## src/rtl/demux2_deser_pkg.sv

```systemverilog
// Shared definitions for the 1:2 demux deserializer: default word width,
// bit-counter width helper and the per-lane state encoding.
package demux2_deser_pkg;

  localparam int DEFAULT_WIDTH = 4;

  typedef enum logic {
    FILL = 1'b0,
    FULL = 1'b1
  } lane_state_e;

  // One extra bit above the index width so WIDTH itself would be representable.
  function automatic int cnt_width(input int width);
    return $clog2(width) + 1;
  endfunction

endpackage

```

## src/rtl/demux2_deser_lane.sv

```systemverilog
// One deserializer lane: LSB-first shift register, bit counter, FILL/FULL state,
// valid/ready output slot and sticky overflow. Parity output when DESER_PARITY_EN is defined.
module deser_lane
  import demux2_deser_pkg::*;
#(
  parameter int WIDTH = DEFAULT_WIDTH
) (
  input  logic             clk,
  input  logic             rst_n,
  input  logic             bit_vld_i,
  input  logic             d_i,
  input  logic             rdy_i,
  input  logic             ovf_clr_i,
  output logic             vld_o,
  output logic [WIDTH-1:0] data_o,
  output logic             ovf_o
`ifdef DESER_PARITY_EN
  ,
  output logic             par_o
`endif
);

  localparam int CW = cnt_width(WIDTH);
  localparam logic [CW-1:0] LAST = CW'(WIDTH - 1);

  lane_state_e      state_q, state_d;
  logic [CW-1:0]    cnt_q, cnt_d;
  logic [WIDTH-1:0] shift_q, shift_d;
  logic             vld_q, vld_d;
  logic [WIDTH-1:0] data_q, data_d;
  logic             ovf_q, ovf_d;
  logic             ovf_set;
  logic             slot_free;
  logic [WIDTH-1:0] word;

  // New bits enter at the top, so after WIDTH shifts the first bit sits in bit 0.
  assign word      = {d_i, shift_q[WIDTH-1:1]};
  assign slot_free = !vld_q || rdy_i;

  always_comb begin
    state_d = state_q;
    cnt_d   = cnt_q;
    shift_d = shift_q;
    vld_d   = vld_q;
    data_d  = data_q;
    ovf_set = 1'b0;

    if (vld_q && rdy_i) vld_d = 1'b0;

    case (state_q)
      FILL: begin
        if (bit_vld_i) begin
          shift_d = word;
          if (cnt_q == LAST) begin
            cnt_d = '0;
            if (slot_free) begin
              data_d = word;
              vld_d  = 1'b1;
            end else begin
              state_d = FULL;
            end
          end else begin
            cnt_d = cnt_q + 1'b1;
          end
        end
      end
      FULL: begin
        // The held word lives in shift_q; any bit arriving now is lost,
        // including one in the very cycle the slot frees.
        ovf_set = bit_vld_i;
        if (slot_free) begin
          data_d  = shift_q;
          vld_d   = 1'b1;
          state_d = FILL;
        end
      end
      default: state_d = FILL;
    endcase

    ovf_d = ovf_set | (ovf_q & ~ovf_clr_i);
  end

  always_ff @(posedge clk or negedge rst_n) begin
    if (!rst_n) begin
      state_q <= FILL;
      cnt_q   <= '0;
      shift_q <= '0;
      vld_q   <= 1'b0;
      data_q  <= '0;
      ovf_q   <= 1'b0;
    end else begin
      state_q <= state_d;
      cnt_q   <= cnt_d;
      shift_q <= shift_d;
      vld_q   <= vld_d;
      data_q  <= data_d;
      ovf_q   <= ovf_d;
    end
  end

`ifdef DESER_PARITY_EN
  logic par_q;

  always_ff @(posedge clk or negedge rst_n) begin
    if (!rst_n) par_q <= 1'b0;
    else        par_q <= ^data_d;
  end

  assign par_o = par_q;
`endif

  assign vld_o  = vld_q;
  assign data_o = data_q;
  assign ovf_o  = ovf_q;

endmodule

```

## src/rtl/demux2_deser.sv

```systemverilog
// 1:2 bit demux deserializer top: steers strobed bits to two deser_lane instances.
// Optional per-lane parity outputs o_par0/o_par1 when DESER_PARITY_EN is defined.
module demux2_deser
  import demux2_deser_pkg::*;
#(
  parameter int WIDTH = DEFAULT_WIDTH
) (
  input  logic             clk,
  input  logic             rst_n,
  input  logic             i_bit_vld,
  input  logic             i_sel,
  input  logic             i_d,
  output logic             o_vld0,
  input  logic             i_rdy0,
  output logic [WIDTH-1:0] o_data0,
  output logic             o_vld1,
  input  logic             i_rdy1,
  output logic [WIDTH-1:0] o_data1,
  output logic [1:0]       o_ovf,
  input  logic             i_ovf_clr
`ifdef DESER_PARITY_EN
  ,
  output logic             o_par0,
  output logic             o_par1
`endif
);

  logic bit_vld0;
  logic bit_vld1;
  logic ovf0;
  logic ovf1;

  assign bit_vld0 = i_bit_vld & ~i_sel;
  assign bit_vld1 = i_bit_vld &  i_sel;

  deser_lane #(.WIDTH(WIDTH)) u_lane0 (
    .clk       (clk),
    .rst_n     (rst_n),
    .bit_vld_i (bit_vld0),
    .d_i       (i_d),
    .rdy_i     (i_rdy0),
    .ovf_clr_i (i_ovf_clr),
    .vld_o     (o_vld0),
    .data_o    (o_data0),
    .ovf_o     (ovf0)
`ifdef DESER_PARITY_EN
    ,
    .par_o     (o_par0)
`endif
  );

  deser_lane #(.WIDTH(WIDTH)) u_lane1 (
    .clk       (clk),
    .rst_n     (rst_n),
    .bit_vld_i (bit_vld1),
    .d_i       (i_d),
    .rdy_i     (i_rdy1),
    .ovf_clr_i (i_ovf_clr),
    .vld_o     (o_vld1),
    .data_o    (o_data1),
    .ovf_o     (ovf1)
`ifdef DESER_PARITY_EN
    ,
    .par_o     (o_par1)
`endif
  );

  assign o_ovf = {ovf1, ovf0};

endmodule

```

## config.mk

```make
export PLATFORM = sky130hd
export DESIGN_NAME = demux2_deser
export DESIGN_NICKNAME = d
export VERILOG_FILES = /design/src/rtl/demux2_deser_pkg.sv /design/src/rtl/demux2_deser_lane.sv /design/src/rtl/demux2_deser.sv
export SDC_FILE = /design/constraint.sdc
export NUM_CORES = 1
export LEC_CHECK = 0
export ABC_CLOCK_PERIOD_IN_PS = 2000
export BUFFER_PORTS_ARGS = -buffer_cell sky130_fd_sc_hd__buf_2
export CORE_ASPECT_RATIO = 1.2
export CORE_MARGIN = 2
export CORE_UTILIZATION = 54
export DETAILED_ROUTE_END_ITERATION = 12
export PLACE_DENSITY = 0.88
export SLEW_MARGIN = 20
export SYNTH_ARGS = -nofsm -noshare
export SYNTH_HDL_FRONTEND = slang
export SYNTH_SLANG_ARGS = --single-unit
```

## constraint.sdc

```tcl
create_clock -name clk -period 2 [get_ports clk]
set_clock_uncertainty 0.15 [all_clocks]
set_input_delay 0.2 -clock clk [delete_from_list [all_inputs] [get_ports clk]]
set_output_delay 0.2 -clock clk [all_outputs]
set_load 0.02 [all_outputs]
```

[Word level (Yosys, flattened, before mapping)]
Index checks and enable logic that the tools add are counted.
Storage, ports and cells
  bits of input ports: 8
  register bits: 28
  word-level logic and storage cells: 76
Operators by class
  reduce and logical (&&, ||, !) cells: 10
  multiplexer cells: 32
  equal/unequal tests: 10
  bitwise operators: 10
  add/sub/neg operators: 2
Operator list (count)
  4-bit two-way mux: 8
  1-bit two-way mux: 16
  4-bit case mux with 2 select lines: 2
  2-bit by 1-bit inequality test with 1-bit output, second input constant: 6
  1-bit case mux with 2 select lines: 4
  4-bit AND reduction: 2
  3-bit by 1-bit adder with 3-bit output, second input constant: 2
  3-bit by 2-bit == test with 1-bit output, second input constant: 2
  3-bit two-way mux: 2
  1-bit bitwise AND: 4
  2-bit inequality test, second input constant: 2
  1-bit NOT: 4
  2-bit AND reduction: 2
  1-bit logical AND: 2
  1-bit zero test: 2
  1-bit logical OR: 2
  1-bit OR: 2

[Logic depth before layout (Yosys ltp)]
Gate-level depths: netlist of run 1.
  depth in word-level cells: 6
  gate-level depth with buffers: 4

[By module]
A second synthesis of run 1 with hierarchy kept.
Second synthesis, totals
  cells, all modules: 102
  area total of the unflattened synthesis: 1268.7 um^2
Modules (own cells, without submodules)
  deser_lane (u_lane0): times used 1, area an instance 626.9 um^2, cells each 52
  deser_lane (u_lane1): times used 1, area an instance 610.6 um^2, cells each 46
  demux2_deser: times used 1, area an instance 31.3 um^2, cells each 4

[Worst setup path before layout of run 1]
No wires, ideal clock.
  path type: flip-flop to flip-flop
  start point: register u_lane0.cnt_q[0]
  end point: register u_lane0.data_q[0], in the netlist u_lane0.data_o[0]
  library setup time: 0.125 ns
  arrival time: 1.272 ns
  buffers on the path: 0
  stages on the path, launching flop included: 5
  slack: 0.453 ns
  data required time: 1.725 ns
  cell sequence: dfrtp_1 ha_1 and4bb_1 o21a_4 mux2_4
Between the ends
  longest elaborated chain between the ends: 3
RTL lines
  start, declared: line demux2_deser_lane.sv:27  | logic [CW-1:0] cnt_q, cnt_d;
  start signal, assigned: line demux2_deser_lane.sv:93  | cnt_q <= cnt_d;
  3-bit by 2-bit == test with 1-bit output: line demux2_deser_lane.sv:54  | if (cnt_q == LAST) begin
  2-bit by 1-bit inequality test with 1-bit output (no line)
  4-bit AND reduction (no line)
  end signal, assigned: line demux2_deser_lane.sv:96  | data_q <= data_d;
  end, declared: line demux2_deser_lane.sv:30  | logic [WIDTH-1:0] data_q, data_d;
Every way passes these cells.
A chain may end at the register's enable or synchronous reset.

[Final worst setup path of run 1]
  start point: register u_lane1.cnt_q[0]
  end point: register u_lane1.data_q[2], in the netlist u_lane1.data_o[2]
Between the ends
  longest elaborated chain between the ends: 3
RTL lines (line)
  start, declared: demux2_deser_lane.sv:27
  start signal, assigned: demux2_deser_lane.sv:93
  3-bit by 2-bit == test with 1-bit output: demux2_deser_lane.sv:54
  2-bit by 1-bit inequality test with 1-bit output (no line)
  4-bit AND reduction (no line)
  end signal, assigned: demux2_deser_lane.sv:96
  end, declared: demux2_deser_lane.sv:30
Every way passes these cells.

==> qor.csv, run 1 <==
stage,metric,value,unit
status,status,completed,
clock_network,cts.path.max_buffers,2,
logic_synthesis,syn_area,1260,sq um
hold_path,hp-class,input port to register,
logic_synthesis,syn_avg_cell_area,13.4,sq um
timing,max_slew_margin,0.593,
drt,viasPerCell,5.18,
pwr,power.density,1190,nW/um^2
setup_path,rr_worst_depth,4,
drt,drc,0,
final_layout,drive_gt1_frac,0.422,
drt,ant_nets,0,
final_layout,antenna_cells,0,
drt,drt-initial-drc-count,10,
pwr,vdd_drop_max,0.801,mV
timing,setup_tns,0,ns
final_layout,stdcell_count,147,
clock_network,htreeDepth,1,
logic_synthesis,netlist_instances,94,
floorplan,rows,19,
floorplan,dieWidth,48.1,um
final_layout,final_cell_mix,"dfrtp_1 (28), mux2_2 (20), buf_2 (19), inv_1 (6)",
final_layout,syn_to_final_growth,15.2,%
placed_design,globalplace.congestion,0.712,
hold_path,hold_end,u_lane0.ovf_o,
hold_path,min_path_cells,3,
clock_network,cts_resized,0,
timing,layout_min_cycle_time,1.67,ns
clock_network,cts_root_buf,clkbuf_4,
setup_path,required,2.08,ns
floorplan,num_io_pins,20,
setup_path,cp_data_arrival_time,1.75,ns
clock_network,cts-hold-fix-buffers,3,
floorplan,die-height,56.9,um
timing,fmax,600,MHz
logic_synthesis,synthArstFlopShare,1.00,
final_layout,final_common_cell,dfrtp_1,
floorplan,start_util,0.557,
drt,wl_per_cell,14.2,um
hold_path,min_from,i_bit_vld,
timing,hold_viol_final,0,
placed_design,place_inst,140,
logic_synthesis,synth_cell_type_count,23,
logic_synthesis,ys_seq_area_frac,0.557,
global_routing,grt_overflow,0,
clock_network,clk_pin_slew_worst_paths,0.15,ns
logic_synthesis,synth_edf_count,0,
timing,finalCritPeriodShare,0.834,
logic_synthesis,synth-seq-cells,28,
logic_synthesis,yosysWarnings,0,
clock_network,numCtsBuffers,3,
placed_design,dpl_worst_slack,0.356,ns
clock_network,worstSkewPairLatency,0.33,ns
drt,via_count,762,
final_layout,nNetsFinal,127,
timing,rsz0062_at_grt,false,
setup_path,critPathCaptureType,register,
placed_design,dpl.hpwl,1.47,mm
timing,drv_slew,0,
global_routing,grt_antenna_before_repair,0,
setup_path,r2r_start,u_lane1.cnt_q[0],
timing,setup_slack,0.332,ns
timing,tightestPinTransition,0.611,ns
floorplan,core-area,2260,sq um
clock_network,cts_sinks,28,
setup_path,rr_endpoint,u_lane1.data_o[2],
floorplan,dieArea,2730,sq um
setup_path,start_kind,register,
setup_path,r2r_setup_slack,0.33,ns
setup_path,crit_path_max_fanout,4,
placed_design,portBuffers,19,
drt,routed_wl,2.09,mm
clock_network,tritoncts,done,
global_routing,grt_pass1_wl,3.62,mm
global_routing,grt_start_max_net_pins,29,
logic_synthesis,synth_flop_cell,dfrtp_1,
final_layout,utilization,0.642,
global_routing,first_global_vias,827,
global_routing,grt_usage,0.185,
timing,setup_viol,0,
drt,drt_pass1_iterations,4,
logic_synthesis,syn_nets,104,
setup_path,crit_type,register to register,
pwr,leakagePower,0.696,nW
run,maxCapViolCount,0,
clock_network,post-cts-setup-buffers,0,
[how the worst max path moves through the flow]
| stage | from | cells past startpoint | endpoint | slack, ns |
|---|---|---|---|---|
| CTS | u_lane1.cnt_q[0] | 4 | u_lane1.data_o[2] | 0.33 |
| floorplan | u_lane0.cnt_q[0] | 4 | u_lane0.data_o[0] | 0.45 |
| global placement | u_lane0.cnt_q[0] | 4 | u_lane0.data_o[1] | 0.40 |
| global route | u_lane1.cnt_q[0] | 4 | u_lane1.data_o[1] | 0.23 |
| detailed placement | u_lane0.cnt_q[0] | 4 | u_lane0.data_o[1] | 0.36 |
| finish | u_lane1.cnt_q[0] | 4 | u_lane1.data_o[2] | 0.33 |
[critical path, stage by stage, from the launching register on]
cell and delay [ns]:
dfrtp_1 0.41, ha_1 0.21, and4b_1 0.24, o21a_1 0.21, mux2_2 0.35
[logic make-up after synthesis]
logic type | share of synthesized area
flops | 0.557
mux | 0.227
simple gates | 0.101
compound gates | 0.0577
buf+inv | 0.0378
fa+ha+maj | 0.0199
[cell type report]
class                      instances  area (sq um)
fill                             172           808
inverter                           6          22.5
sequential                        28           701
timing repair buffer              22           125
clock buffer                       3          22.5
clock inverter                     1          30.0
tap                               31          38.8
multi-input combinational         56           510
[metrics by stage]
step           instance area [sq um]  power [W]  hold WS (ns)
6_report                        1450    0.00172        0.0268
5_1_grt                         1450    0.00182        0.0373
4_1_cts                         1450    0.00174        0.0183
3_5_place_dp                    1370    0.00137        0.0966
3_3_place_gp                    1370    0.00133        0.0876
2_1_floorplan                   1260    0.00119        -0.246
[where the power goes]
group / switching, W / internal, W
Sequential: 0.000102 / 0.000728
Clock: 0.000166 / 0.000203
Combinational: 0.000264 / 0.000262
[flip-flops by register name, summed over array words and instances, names as in the netlist]
register,count
u_lane1.data_o,4
u_lane1.vld_o,1
u_lane0.state_q,1
u_lane1.state_q,1
u_lane1.ovf_o,1
u_lane0.data_o,4
u_lane0.ovf_o,1
u_lane0.shift_q,4
u_lane0.cnt_q,3
u_lane0.vld_o,1
u_lane1.cnt_q,3
u_lane1.shift_q,4
[synthesized netlist by cell type, types with 2 or more instances]
library cell	n	area, sq um
buf_2	2	10.0
buf_4	2	15.0
dfrtp_1	28	701
ha_1	2	25.0
inv_1	6	22.5
mux2_2	20	225
mux2_4	4	60.1
nand2_1	3	11.3
nand2b_1	3	18.8
nand3_1	3	15.0
nand3b_1	2	15.0
nor2_1	4	15.0
o21a_1	2	15.0
o21ai_0	4	20.0
[metal layers]
metal  GRT usage  wire length [um]  up-vias
met1       0.255               928      371
met5           0                 0        -
li1            -                 -      368
met3      0.0193                76        4
met4      0.0811                38        0
met2       0.288              1050       19
Power figures use the tool's default switching activity.
==> run 2, diff against run 1 <==
Settings changed: ABC_CLOCK_PERIOD_IN_PS 2000 to 1600.
Clock period 2 ns to 1.6 ns, I/O delays scaled along.
==> run 2 against run 1 <==
Sequential cell count did not move. Cell count is 4.8% higher. Non-clock buffer count is 7 higher. Fmax up 5.0%. Sequential share of layout area is 1.8 points lower. Clock power decreased by 13%. Combinational power rose by 35%. Core utilization rose by 2.5 points. Critical path depth unchanged. Largest cell class unchanged. Highest routed layer unchanged.
==> qor.csv, run 2 (synthesized netlist as in run 1, its figures left out) <==
stage,metric,value,unit
status,status,completed,
drt,viasPerCell,5.05,
clock_network,numCtsBuffers,3,
placed_design,dpl_worst_slack,-0.00806,ns
setup_path,cp_slowest_cell,dfrtp_1,
final_layout,antenna_cells,0,
final_layout,syn_to_final_growth,19.8,%
global_routing,grt_usage,0.184,
floorplan,dieWidth,48.1,um
final_layout,nNetsFinal,134,
global_routing,grt_overflow,0,
drt,drt-initial-drc-count,8,
floorplan,start_util,0.557,
setup_path,path_cells,ha_2 -> and4bb_1 -> o21a_4 -> mux2_4,
final_layout,drive_gt1_frac,0.463,
setup_path,crit_type,register to register,
timing,max_slew_margin,0.598,
clock_network,worstSkewPairLatency,0.31,ns
global_routing,grt_antenna_before_repair,0,
setup_path,r2r_start,u_lane0.cnt_q[0],
final_layout,stdcell_area,1510,sq um
setup_path,rr_worst_depth,4,
timing,rsz0062_at_grt,true,
drt,wl_per_cell,13.4,um
timing,finalCritPeriodShare,0.992,
setup_path,critPathLaunch,u_lane0.cnt_q[0],
drt,drc,0,
timing,layout_min_cycle_time,1.59,ns
run,maxCapViolCount,0,
pwr,total_power,0.00206,W
timing,setup_viol,0,
pwr,vdd_drop_max,0.963,mV
floorplan,dieArea,2730,sq um
placed_design,portBuffers,19,
clock_network,tritoncts,done,
placed_design,place_inst,142,
setup_path,required,1.66,ns
global_routing,grt_pass1_wl,3.55,mm
final_layout,final_common_cell,dfrtp_1,
drt,via_count,777,
clock_network,cts.path.max_buffers,2,
final_layout,stdcell_count,154,
placed_design,dpl_cell_area,1380,sq um
clock_network,cts_root_buf,clkbuf_4,
setup_path,crit_path_max_fanout,4,
drt,drt_pass1_iterations,4,
drt,ant_nets,0,
clock_network,clk_pin_slew_worst_paths,0.13,ns
setup_path,cp_data_arrival_time,1.65,ns
setup_path,critPathCaptureType,register,
final_layout,final_cell_mix,"dfrtp_1 (28), mux2_2 (19), buf_2 (19), inv_1 (6)",
timing,setup_slack,0.0121,ns
timing,hold_viol_final,0,
floorplan,rows,19,
global_routing,first_global_vias,786,
final_layout,fill_cells,169,
hold_path,hp-class,input port to register,
drt,routed_wl,2.06,mm
setup_path,start_kind,register,
floorplan,die-height,56.9,um
setup_path,rr_endpoint,u_lane0.data_o[1],
pwr,leakagePower,0.724,nW
floorplan,num_io_pins,20,
placed_design,globalplace.congestion,0.702,
clock_network,cts_sinks,28,
floorplan,core-area,2260,sq um
setup_path,crit_path_end,u_lane0.data_o[1],
timing,tightestPinTransition,0.603,ns
setup_path,r2r_setup_slack,0.01,ns
global_routing,grt_start_max_net_pins,29,
setup_path,critical-path-max-stage-delay,0.40,ns
clock_network,htreeDepth,1,
timing,drv_slew,0,
placed_design,dpl.hpwl,1.44,mm
pwr,power.density,1370,nW/um^2
timing,fmax,630,MHz
==> run 2: layout make-up <==
type                       count  area [sq um]  share of cell area
tap                           31          38.8              0.0257
inverter                       6          22.5              0.0149
multi-input combinational     56           527               0.349
clock buffer                   4          36.3              0.0241
sequential                    28           701               0.465
timing repair buffer          29           183               0.121
==> run 2: stage by stage <==
step | utilization | hold slack [ns] | TNS [ns]
after floorplan | - | -0.286 | 0
after global placement | 0.612 | 0.0401 | 0
after detailed placement | 0.612 | 0.0451 | -0.00806
after CTS | 0.650 | 0.00320 | 0
after global routing | 0.668 | 0.0113 | -0.347
final | 0.668 | 0.00447 | 0
==> run 2: repair_timing <==
action,in CTS,in global routing
pin swaps,1,1
hold buffers,4,1
hold endpoints to repair,34,1
resized for setup,4,1
setup buffers,0,3
setup endpoints to repair,8,16
==> run 2: how the worst min path moves through the flow <==
stage                         start  slack (ns)  cells past startpoint                to
after floorplan               rst_n       -0.29                      0  u_lane0.cnt_q[0]
after global placement        rst_n        0.04                      1  u_lane1.cnt_q[1]
after detailed placement      rst_n        0.05                      1  u_lane1.cnt_q[1]
after CTS                 i_bit_vld       0.003                      3     u_lane0.ovf_o
after global routing      i_bit_vld        0.01                      3     u_lane0.ovf_o
final                     i_bit_vld       0.004                      3     u_lane0.ovf_o
==> run 2: routing by layer <==
layer | GRT usage | share of wire
met1 | 0.266 | 0.44
met2 | 0.276 | 0.52
met3 | 0.0386 | 0.033
met4 | 0.0541 | 0.013
met5 | 0 | 0
==> run 2: report_power, final <==
part           leakage (nW)  total, W  switching, W  internal, W
logic                 0.348  0.000707      0.000343     0.000364
registers             0.355   0.00103      0.000122     0.000910
clock network        0.0210  0.000321      0.000182     0.000139
==> run 2: critical path, delay by kind of cell, from the launching register on <==
kind / cells / cell delay [ns]
flip-flops: 1 / 0.40
multiplexers: 1 / 0.30
AO/OA/AOI/OAI: 1 / 0.23
AND/OR/NAND/NOR: 1 / 0.21
adder cells (fa/ha/maj): 1 / 0.19
==> run 3, diff against run 2 <==
Settings changed: ABC_AREA set to 1, PLACE_DENSITY 0.88 to 0.87.
==> run 3 against run 2 <==
Combinational power decreased by 18%. Global-route usage increased by 1.5 points. Synthesized area increased by 2.0%. Total power decreased by 6.5%. Sequential cell count unchanged. Core utilization decreased by 2.7 points. Via count increased by 36%. Setup slack improved by 0.25 ns. Register-to-register slack improved by 0.25 ns. Cell count increased by 34%. Sequential share of layout area increased by 1.5 points. Hold slack improved by 0.030 ns.
==> qor.csv, run 3 <==
stage,metric,value,unit
global_routing,grt_start_max_net_pins,29,
floorplan,core-area,2280,sq um
timing,setup_slack,0.266,ns
clock_network,cts_root_buf,clkbuf_4,
floorplan,num_io_pins,20,
global_routing,first_global_vias,993,
floorplan,die-height,57.4,um
timing,tightestPinTransition,0.609,ns
setup_path,cp_num_buf_inv,0,
clock_network,post-cts-setup-buffers,0,
logic_synthesis,syn_nets,162,
clock_network,numCtsBuffers,3,
logic_synthesis,syn_avg_cell_area,8.45,sq um
logic_synthesis,synth_cell_type_count,17,
logic_synthesis,synth-seq-cells,28,
floorplan,dieWidth,48.5,um
hold_path,hp-class,input port to register,
clock_network,cts_resized,0,
timing,setup_viol,0,
timing,drv_slew,0,
logic_synthesis,synthArstFlopShare,1.00,
logic_synthesis,synth_top_area_share,0.546,
hold_path,min_from,i_rdy0,
pwr,power.density,1320,nW/um^2
placed_design,dpl_worst_slack,0.286,ns
timing,whs,0.0349,ns
setup_path,r2r_start,u_lane0.cnt_q[0],
final_layout,stdcell_area,1460,sq um
setup_path,start_kind,register,
setup_path,cpMostUsedCell,nand2_1,
setup_path,cp_slowest_cell,dfrtp_1,
clock_network,tritoncts,done,
placed_design,globalplace.congestion,0.838,
logic_synthesis,ys_top_cells_by_area,"dfrtp_1 (55%), nand2_1 (18%), inv_1 (5.0%), o21ai_0 (4.3%), nand3_1 (2.7%)",
final_layout,drive_gt1_frac,0.171,
setup_path,cp_data_arrival_time,1.46,ns
timing,finalCritPeriodShare,0.834,
drt,routed_wl,2.50,mm
setup_path,cp_top_family,simple AND/OR/NAND/NOR gates,
logic_synthesis,synthTopCellsByCount,"nand2_1 (63), dfrtp_1 (28), inv_1 (17)",
pwr,total_power,0.00193,W
timing,rsz0062_at_grt,false,
setup_path,rr_endpoint,u_lane0.data_o[1],
status,status,completed,
placed_design,dpl.hpwl,1.89,mm
placed_design,dpl_cell_area,1400,sq um
floorplan,start_util,0.562,
timing,fmax,749,MHz
global_routing,grt_usage,0.199,
clock_network,clk_pin_slew_worst_paths,0.15,ns
setup_path,rr_worst_depth,6,
timing,layout_min_cycle_time,1.33,ns
logic_synthesis,yosysWarnings,0,
setup_path,r2r_setup_slack,0.27,ns
final_layout,final_common_cell,nand2_1,
final_layout,syn_to_final_growth,13.8,%
logic_synthesis,synth_flop_cell,dfrtp_1,
drt,via_count,1054,
floorplan,dieArea,2780,sq um
drt,ant_nets,0,
setup_path,crit_type,register to register,
final_layout,final_cell_mix,"nand2_1 (63), dfrtp_1 (28), buf_2 (19), inv_1 (17), o21ai_0 (11)",
placed_design,portBuffers,19,
clock_network,htreeDepth,1,
logic_synthesis,ys_seq_area_frac,0.546,
logic_synthesis,syn_area,1280,sq um
drt,wl_per_cell,12.1,um
setup_path,critical-path-max-stage-delay,0.42,ns
logic_synthesis,synth_edf_count,0,
setup_path,critPathLaunch,u_lane0.cnt_q[0],
floorplan,rows,19,
clock_network,cts_sinks,28,
drt,drc,0,
timing,hold_viol_final,0,
clock_network,worstSkewPairLatency,0.33,ns
timing,max_slew_margin,0.594,
drt,drt_pass1_iterations,4,
timing,setup_tns,0,ns
final_layout,nNetsFinal,186,
hold_path,min_path_cells,4,
final_layout,antenna_cells,0,
drt,viasPerCell,5.12,
clock_network,cts.path.max_buffers,2,
setup_path,path_cells,ha_1 -> nand2_1 -> nand2_1 -> nand3_1 -> nand2_1 -> nand2_1,
logic_synthesis,yosys.cell_count.top_type,nand2_1,
drt,drt-initial-drc-count,18,
run,maxCapViolCount,0,
pwr,vdd_drop_max,0.954,mV
setup_path,crit_path_max_fanout,4,
hold_path,hold_end,u_lane0.state_q,
logic_synthesis,yosysTopAreaCell,dfrtp_1,
pwr,leakagePower,0.803,nW
global_routing,grt_pass1_wl,4.24,mm
final_layout,fill_cells,208,
global_routing,grt_overflow,0,
setup_path,required,1.73,ns
global_routing,grt_antenna_before_repair,0,
logic_synthesis,netlist_instances,152,
setup_path,critPathCaptureType,register,
## run 3: worst reg2reg max path, stage by stage, from the launching register on
cell and delay [ns]:
dfrtp_1 0.42, ha_1 0.22, nand2_1 0.13, nand2_1 0.08, nand3_1 0.15, nand2_1 0.07, nand2_1 0.07
## run 3: layout make-up
type                       instances  area, sq um  share of cell area
sequential                        28          701               0.479
multi-input combinational        102          487               0.333
timing repair buffer              22          125              0.0856
inverter                          19         73.8              0.0505
tap                               31         38.8              0.0265
clock buffer                       4         36.3              0.0248
## run 3: per-layer routing
metal  routed length, um  track usage  vias up
li1                    -            -      524
met1                1030        0.225      503
met2                1340        0.365       18
met3                  59       0.0288        9
met4                  68        0.102        0
met5                   0            0        -
## run 3: logic make-up (layout without fill, tap and decap cells)
group / after synthesis / in the layout / share of synthesized area
buf+inv: 22 / 45 / 0.0750
flops: 28 / 28 / 0.546
compound gates: 17 / 17 / 0.0682
simple gates: 83 / 83 / 0.291
fa+ha+maj: 2 / 2 / 0.0195
## run 3: repair_timing
item	in CTS	in global routing
hold endpoints to repair	32	0
endpoints found under the setup margin	0	0
hold buffers	3	0
## run 3: report_power, final
part	switching, W	total [W]	internal (W)
Combinational	0.000375	0.000578	0.000203
Clock	0.000204	0.000344	0.000139
Sequential	0.000112	0.00100	0.000892
Total	0.000691	0.00193	0.00123
## run 3: per-stage QoR
stage / utilization / cells
floorplan: - / 152
global placement: 0.611 / 199
detailed placement: 0.611 / 199
CTS: 0.640 / 206
global route: 0.640 / 206
finish: 0.640 / 206
## run 3: worst max-delay path by stage
stage / slack [ns] / to / cells past startpoint
after global routing: 0.17 / u_lane0.data_o[1] / 6
after detailed placement: 0.29 / u_lane0.data_o[1] / 6
after global placement: 0.33 / u_lane0.vld_o / 7
final: 0.27 / u_lane0.data_o[1] / 6
after CTS: 0.27 / u_lane0.data_o[1] / 6
after floorplan: 0.41 / u_lane0.vld_o / 7
